File: src/rtl/imm_decode_stage_pkg.sv
// Shared opcode constants, format enum, decode payload and XLEN sign-extension helper
// for the immediate-decode stage.
package imm_decode_stage_pkg;

    localparam int unsigned ILEN     = 32;
    localparam int unsigned MAX_XLEN = 64;
    localparam int unsigned FMT_W    = 3;

    localparam logic [6:0] OP_LOAD     = 7'b0000011;
    localparam logic [6:0] OP_OP_IMM   = 7'b0010011;
    localparam logic [6:0] OP_JALR     = 7'b1100111;
    localparam logic [6:0] OP_MISC_MEM = 7'b0001111;
    localparam logic [6:0] OP_SYSTEM   = 7'b1110011;
    localparam logic [6:0] OP_STORE    = 7'b0100011;
    localparam logic [6:0] OP_BRANCH   = 7'b1100011;
    localparam logic [6:0] OP_LUI      = 7'b0110111;
    localparam logic [6:0] OP_AUIPC    = 7'b0010111;
    localparam logic [6:0] OP_JAL      = 7'b1101111;
    localparam logic [6:0] OP_OP       = 7'b0110011;

    typedef enum logic [FMT_W-1:0] {
        FMT_NONE = 3'd0,
        FMT_I    = 3'd1,
        FMT_S    = 3'd2,
        FMT_B    = 3'd3,
        FMT_U    = 3'd4,
        FMT_J    = 3'd5,
        FMT_Z    = 3'd6
    } fmt_e;

    // Immediate is kept at 32 bits (all base immediates fit) and widened at the output.
    typedef struct packed {
        logic [ILEN-1:0] instr;
        logic [ILEN-1:0] imm;
        fmt_e            fmt;
        logic            illegal;
    } dec_t;

    // Widen a 32-bit signed immediate to XLEN; callers truncate to their own XLEN.
    function automatic logic [MAX_XLEN-1:0] sext_xlen(input logic [ILEN-1:0] v,
                                                      input int unsigned xlen);
        if (xlen > ILEN) begin
            return {{(MAX_XLEN-ILEN){v[ILEN-1]}}, v};
        end
        return {{(MAX_XLEN-ILEN){1'b0}}, v};
    endfunction

endpackage

File: src/rtl/imm_decode_stage_comb.sv
// Combinational RV instruction -> {immediate, format, illegal} decoder.
// Optional CSR_IMM_EN: csrrwi/csrrsi/csrrci decode as Z-format with zero-extended rs1 field.
module imm_decode_comb
    import imm_decode_stage_pkg::*;
(
    input  logic [ILEN-1:0] instr,
    output logic [ILEN-1:0] imm_c,
    output fmt_e            fmt_c,
    output logic            illegal_c
);

    always_comb begin
        imm_c     = '0;
        fmt_c     = FMT_NONE;
        illegal_c = 1'b0;
        case (instr[6:0])
            OP_LOAD, OP_OP_IMM, OP_JALR, OP_MISC_MEM: begin
                imm_c = {{20{instr[31]}}, instr[31:20]};
                fmt_c = FMT_I;
            end
            OP_SYSTEM: begin
`ifdef CSR_IMM_EN
                if (instr[14]) begin
                    imm_c = {27'b0, instr[19:15]};
                    fmt_c = FMT_Z;
                end else begin
                    imm_c = {{20{instr[31]}}, instr[31:20]};
                    fmt_c = FMT_I;
                end
`else
                imm_c = {{20{instr[31]}}, instr[31:20]};
                fmt_c = FMT_I;
`endif
            end
            OP_STORE: begin
                imm_c = {{20{instr[31]}}, instr[31:25], instr[11:7]};
                fmt_c = FMT_S;
            end
            OP_BRANCH: begin
                imm_c = {{19{instr[31]}}, instr[31], instr[7], instr[30:25], instr[11:8], 1'b0};
                fmt_c = FMT_B;
            end
            OP_LUI, OP_AUIPC: begin
                imm_c = {instr[31:12], 12'b0};
                fmt_c = FMT_U;
            end
            OP_JAL: begin
                imm_c = {{11{instr[31]}}, instr[31], instr[19:12], instr[20], instr[30:21], 1'b0};
                fmt_c = FMT_J;
            end
            OP_OP: begin
                fmt_c = FMT_NONE;
            end
            default: begin
                illegal_c = 1'b1;
            end
        endcase
    end

endmodule

File: src/rtl/imm_decode_stage.sv
// Registered immediate-decode stage with a two-entry output/skid buffer and flush.
// Optional feature macro: CSR_IMM_EN (Z-format CSR immediates, handled in the decoder).
module imm_decode_stage
    import imm_decode_stage_pkg::*;
#(
    parameter int unsigned XLEN = 32
) (
    input  logic             clk,
    input  logic             rst,
    input  logic             flush,
    input  logic             in_valid,
    output logic             in_ready,
    input  logic [ILEN-1:0]  in_instr,
    input  logic [XLEN-1:0]  in_pc,
    output logic             out_valid,
    input  logic             out_ready,
    output logic [ILEN-1:0]  out_instr,
    output logic [XLEN-1:0]  out_pc,
    output logic [XLEN-1:0]  out_imm,
    output logic [FMT_W-1:0] out_fmt,
    output logic             out_illegal
);

    logic [ILEN-1:0] dec_imm;
    fmt_e            dec_fmt;
    logic            dec_illegal;
    dec_t            new_entry;

    imm_decode_comb u_dec (
        .instr     (in_instr),
        .imm_c     (dec_imm),
        .fmt_c     (dec_fmt),
        .illegal_c (dec_illegal)
    );

    assign new_entry = '{instr: in_instr, imm: dec_imm, fmt: dec_fmt, illegal: dec_illegal};

    dec_t            or_q, or_d, sr_q, sr_d;
    logic [XLEN-1:0] or_pc_q, or_pc_d, sr_pc_q, sr_pc_d;
    logic            or_valid_q, or_valid_d, sr_valid_q, sr_valid_d;
    logic            accept, consume;

    assign accept  = in_valid && in_ready;
    assign consume = or_valid_q && out_ready;

    // Next state of the OR/SR pair; SR only ever fills while OR is full and stalled.
    always_comb begin
        or_d       = or_q;
        sr_d       = sr_q;
        or_pc_d    = or_pc_q;
        sr_pc_d    = sr_pc_q;
        or_valid_d = or_valid_q;
        sr_valid_d = sr_valid_q;
        if (flush) begin
            or_valid_d = 1'b0;
            sr_valid_d = 1'b0;
        end else if (sr_valid_q && consume) begin
            or_d       = sr_q;
            or_pc_d    = sr_pc_q;
            sr_valid_d = 1'b0;
        end else if (accept && (!or_valid_q || consume)) begin
            or_d       = new_entry;
            or_pc_d    = in_pc;
            or_valid_d = 1'b1;
        end else if (accept) begin
            sr_d       = new_entry;
            sr_pc_d    = in_pc;
            sr_valid_d = 1'b1;
        end else if (consume) begin
            or_valid_d = 1'b0;
        end
    end

    always_ff @(posedge clk or posedge rst) begin
        if (rst) begin
            or_q       <= '0;
            sr_q       <= '0;
            or_pc_q    <= '0;
            sr_pc_q    <= '0;
            or_valid_q <= 1'b0;
            sr_valid_q <= 1'b0;
            in_ready   <= 1'b1;
        end else begin
            or_q       <= or_d;
            sr_q       <= sr_d;
            or_pc_q    <= or_pc_d;
            sr_pc_q    <= sr_pc_d;
            or_valid_q <= or_valid_d;
            sr_valid_q <= sr_valid_d;
            in_ready   <= !sr_valid_d;
        end
    end

    assign out_valid   = or_valid_q;
    assign out_instr   = or_q.instr;
    assign out_pc      = or_pc_q;
    assign out_imm     = XLEN'(sext_xlen(or_q.imm, XLEN));
    assign out_fmt     = or_q.fmt;
    assign out_illegal = or_q.illegal;

endmodule

File: config.mk
export PLATFORM = sky130hd
export DESIGN_NAME = imm_decode_stage
export DESIGN_NICKNAME = d
export VERILOG_FILES = /design/src/rtl/imm_decode_stage_pkg.sv /design/src/rtl/imm_decode_stage_comb.sv /design/src/rtl/imm_decode_stage.sv
export SDC_FILE = /design/constraint.sdc
export NUM_CORES = 1
export LEC_CHECK = 0
export BUFFER_PORTS_ARGS = -buffer_cell sky130_fd_sc_hd__buf_4
export CAP_MARGIN = 20
export CORE_MARGIN = 2
export CORE_UTILIZATION = 30
export CTS_BUF_LIST = sky130_fd_sc_hd__clkbuf_2 sky130_fd_sc_hd__clkbuf_4 sky130_fd_sc_hd__clkbuf_8
export DETAILED_ROUTE_END_ITERATION = 16
export GPL_ROUTABILITY_DRIVEN = 0
export SLEW_MARGIN = 20
export SYNTH_ARGS = -nofsm -noshare
export SYNTH_HDL_FRONTEND = slang
export SYNTH_SLANG_ARGS = --single-unit
File: constraint.sdc
create_clock -name clk -period 6.9 [get_ports clk]
set_input_delay 1.38 -clock clk [delete_from_list [all_inputs] [get_ports clk]]
set_output_delay 1.38 -clock clk [all_outputs]
set_load 0.01 [all_outputs]
# == After elaboration in Yosys (flattened, before gate mapping) ==
# Index checks and enable logic that the tools add are counted.
# op_classes
n_addsub,0
mul,0
div,0
magnitude_cmp,0
eq_ne,13
shifts,0
n_mux,16
bitwise,3
n_reduce_logical,15
# op_table
cell,count
one-hot mux 32 bit (5 select lines),1
two-way mux 68 bit,2
two-way mux 32 bit,2
equality test 7 bit (second input constant),4
equality test 7 x 6 -> 1 bit (second input constant),3
one-hot mux 3 bit (5 select lines),1
equality test 7 x 5 -> 1 bit (second input constant),2
OR reduction 11 bit,1
two-way mux 1 bit,10
equality test 7 x 2 -> 1 bit (second input constant),1
equality test 7 x 4 -> 1 bit (second input constant),1
OR reduction 5 bit,1
logical AND 1 bit,4
AND reduction 4 bit,1
inequality test 3 x 2 -> 1 bit (second input constant),1
inverter 1 bit,3
AND reduction 3 bit,1
nonzero test 3 bit,1
logical NOT 1 bit,2
inequality test 2 bit (second input constant),1
AND reduction 2 bit,1
nonzero test 2 bit,1
OR reduction 2 bit,1
logical OR 1 bit,1
# totals
reg_bits,203
latchBits,0
mem_bits_rw,0
mem_bits_ro,0
in_bits,69
out_inout_bits,102
wordCells,60
n_memories,0

# == Longest topological paths before layout ==
# logic_depth
word_depth,7
depth_mapped,8
ltp_nobuf,5

# == Hierarchy ==
# From an unflattened synthesis, not the netlist that was laid out.
# hier_totals
hier_cells,635
area_unflattened_um2,10233.6
# modules_own_cells
module,n_inst,cells_per_inst,area_per_inst_um2
imm_decode_stage,1,548,9600.5
imm_decode_comb,1,87,633.1

# == Least setup slack after synthesis ==
# Ideal clock, no wire load.
# synth_path
kind,input-to-reg
from,input port in_instr[2]
to,register sr_q[25] in the netlist's numbering
setup_ps,73
arrival_ps,2584
setup_slack_ps,4243
path_stages,8
path_cell_list,buf_2 > nor2_2 > nand3b_1 > a31o_1 > buf_6 > o21a_1 > buf_6 > a21oi_2
# synth_via
elab_chain_cells,3
elab_cells_between_ends,13
cone_classes,10 x eq/ne; 1 x mux; 2 x reduce/logical
# synth_rtl
element,line_no,source
from (decl),imm_decode_stage.sv:13,"input logic [ILEN-1:0] in_instr,"
"equality test 7 x 2 -> 1 bit, or another cell as far along",imm_decode_stage_comb.sv:16,case (instr[6:0])
OR reduction 5 bit (no source line) or OR reduction 2 bit (tied branches),--,
one-hot mux 32 bit (5 select lines) (*),imm_decode_stage_comb.sv:16,
to (signal assigned),imm_decode_stage.sv:85,sr_q <= sr_d;
to (decl),imm_decode_stage.sv:38,"dec_t or_q, or_d, sr_q, sr_d;"
# Mark *: on every way between the ends. The rest lies on a longest branch, timed or not.
# A chain may end at the register's enable or synchronous reset.

# == Final worst setup path ==
# layout_path
from,input port in_valid
to,register or_q (netlist bit out_imm[5])
# layout_via
elab_chain_cells,4
# layout_rtl
element,line_no,source
from (decl),imm_decode_stage.sv:11,"input logic in_valid,"
logical AND 1 bit,imm_decode_stage.sv:43,assign accept = in_valid && in_ready;
logical AND 1 bit,imm_decode_stage.sv:61,end else if (accept && (!or_valid_q || consume)) begin
nonzero test 2 bit (no source line),--,
AND reduction 2 bit (no source line),--,
to (signal assigned),imm_decode_stage.sv:84,or_q <= or_d;
to (decl),imm_decode_stage.sv:38,
# No other way between the ends.

==> flow_summary.ini <==
[global_route]
grt_overflow = 0
grt_pass1_vias = 7188
antenna_found_initial = 0
grt_max_degree = 91
grt_usage_pct = 16.2
grt_pass1_wl_um = 40100

[timing]
worst_pin_slew_ns = 1.04
rsz0062_at_grt = no
fmax_mhz = 316
timing.final.crit_period_ns = 3.16
setup_tns_ns = 0
hold_viol = 0
min_period_over_period_pct = 45.8
final-setup-viol-count = 0
layout_setup_ws_ns = 3.74
finalMaxSlewViolations = 0
clock_skew_ns = 0.0244
slew_headroom_pct = 30.8

[route]
routed_wirelength_um = 25000
vias = 7393
viasPerCell = 4.76
drt.antenna.violating_nets = 0
firstDrtPassIters = 5
drc = 0
post_drt_wl_per_cell_um = 16.1
dr.first_iter.drc_count = 480

[yosys]
ys_warn_count = 0
postSynthCellCount = 998
synth_area_sq_mm = 0.00883
synthesis.nets = 1067
async_flop_share_pct = 100
ys_types = 48
synthTopCellsByCount = 378 x nand2_1, 202 x dfrtp_1, 93 x nor2_1
netlist_top_cells_area = dfrtp_1 57%, nand2_1 16%, a31oi_1 6.3%
synth_edf_count = 0
ys.flop_type = dfrtp_1
synth_area_per_cell_sq_um = 8.84
synth_area_leader_cell = dfrtp_1
ys_seq_elements = 203
yosysTopAreaCellShare_pct = 57.3
yosysMostFrequentCell = nand2_1
yosysSeqAreaShare_pct = 57.6

[worst_setup_path]
reg2reg_from = in_ready
cp.arrival_ns = 3.61
endpoint_kind = register
r2r-end = out_imm[5]
reg2reg_depth = 6
rrSetupSlack_ns = 4.14
worstPathMaxFanout = 43
critPathKind = input pin to register
required_ns = 7.35
endpoint = out_imm[5]
cp-startpoint = in_valid
startpoint_type = input pin

[layout]
drive_gt1_share_pct = 23.3
fin_nets = 1217
utilization_pct = 38.4
design_area_sq_mm = 0.0111
synthToLayoutAreaGrowth_pct = 25.5
final_cell_count_no_fill = 1553
diodes = 0

[power]
irDropWorstVdd_mv = 0.134
leakage_nw = 5.23
powerDensity_mw_per_mm2 = 300

[die]
dieArea_sq_mm = 0.0308
start_util_pct = 30.6
die_x_um = 176
dieHeight_um = 176
rows = 62
pin_count = 171
core_area_sq_mm = 0.0289

[job]
drv_cap = 0

[cts]
cts_made_buffers = 37
clkSinkCount = 203
hold_buffers = 0
root_buffer = clkbuf_8
cts_tree = built
postCtsSetupBuffers = 0
path_clk_slew_ns = 0.05
insertion_delay_ns = 0.52
ctsResizeCount = 0
clockBufferDepth = 3
htree_levels = 2

[place]
place_ws_ns = 3.20
placedCellCount = 1493
dpl-instance-area_sq_mm = 0.0104
hpwl_um = 15800
portBuffers = 170

[min_path]
hp-class = register to register

[status]
status = completed
layer usage:
metal | vias to the layer above | track usage (%) | part of all wire (%)
met5 | - | 0 | 0
met4 | 0 | 5.23 | 2.4
met3 | 43 | 3.33 | 5.2
met2 | 193 | 25.9 | 46
met1 | 3535 | 22.1 | 46
li1 | 3622 | - | -
flip-flops by register name (all words and copies together), names as in the netlist:
signal	cells
out_valid	1
sr_q	68
sr_valid_q	1
out_illegal	1
out_instr	32
sr_pc_q	32
in_ready	1
out_imm	32
out_pc	32
out_fmt	3
layout make-up:
| class | count | area (sq um) |
|---|---|---|
| clock buffers | 55 | 657 |
| well taps | 384 | 480 |
| clock inverters | 5 | 60.1 |
| fillers | 2962 | 17800 |
| inverters | 5 | 25.0 |
| repair buffers | 180 | 1350 |
| multi-input cells | 721 | 3420 |
| flip-flops and latches | 203 | 5080 |
worst min path at each step:
| stage | endpoint | cells past startpoint | slack [ns] | from |
|---|---|---|---|---|
| finish | sr_pc_q[12] | 2 | 0.47 | sr_pc_q[12] |
| global route | sr_q[35] | 1 | 0.49 | sr_q[35] |
| CTS | sr_q[0] | 2 | 0.48 | sr_q[0] |
| detailed placement | sr_pc_q[8] | 2 | 0.46 | sr_pc_q[8] |
| global placement | sr_q[15] | 2 | 0.45 | sr_q[15] |
| floorplan | sr_q[15] | 2 | 0.44 | sr_q[15] |
critical path, cell delays in order:
cell      delay [ns]
buf_4           0.08
nand2_1         0.16
a211oi_4        0.80
buf_4           0.51
nand2_1         0.17
nor2_2          0.30
a221o_1         0.19
cell families (layout without fill, tap and decap cells):
| family | after synthesis | count (layout) | share of synthesized area [%] |
|---|---|---|---|
| flip-flops | 203 | 203 | 57.6 |
| AND/OR/NAND/NOR | 530 | 530 | 24.3 |
| AO/OA/AOI/OAI | 187 | 187 | 13.6 |
| adder cells (fa/ha/maj) | 1 | 1 | 0.128 |
| XOR/XNOR | 1 | 1 | 0.0992 |
| multiplexers | 2 | 2 | 0.241 |
| buffers and inverters | 74 | 245 | 4.10 |
stage by stage:
stage / hold WS (ns) / power, mW
5_1_grt: 0.492 / 3.52
2_1_floorplan: 0.440 / 1.90
6_report: 0.470 / 3.32
3_3_place_gp: 0.453 / 2.19
3_5_place_dp: 0.462 / 2.21
4_1_cts: 0.475 / 3.37
where the power goes:
group / total (mW) / internal (mW) / switching (mW)
combinational: 0.612 / 0.289 / 0.322
sequential: 1.57 / 1.43 / 0.137
clock: 1.14 / 0.644 / 0.492
layout by cell type (no fill, tap or decap), types with 13 or more instances in the layout:
master,count
nand2_1,378
dfrtp_1,202
buf_4,180
nor2_1,93
a31oi_1,89
clkbuf_8,39
o21ai_0,27
or3_1,24
a21oi_1,23
clkbuf_4,16
o21ai_1,13
Power figures use the tool's default switching activity.
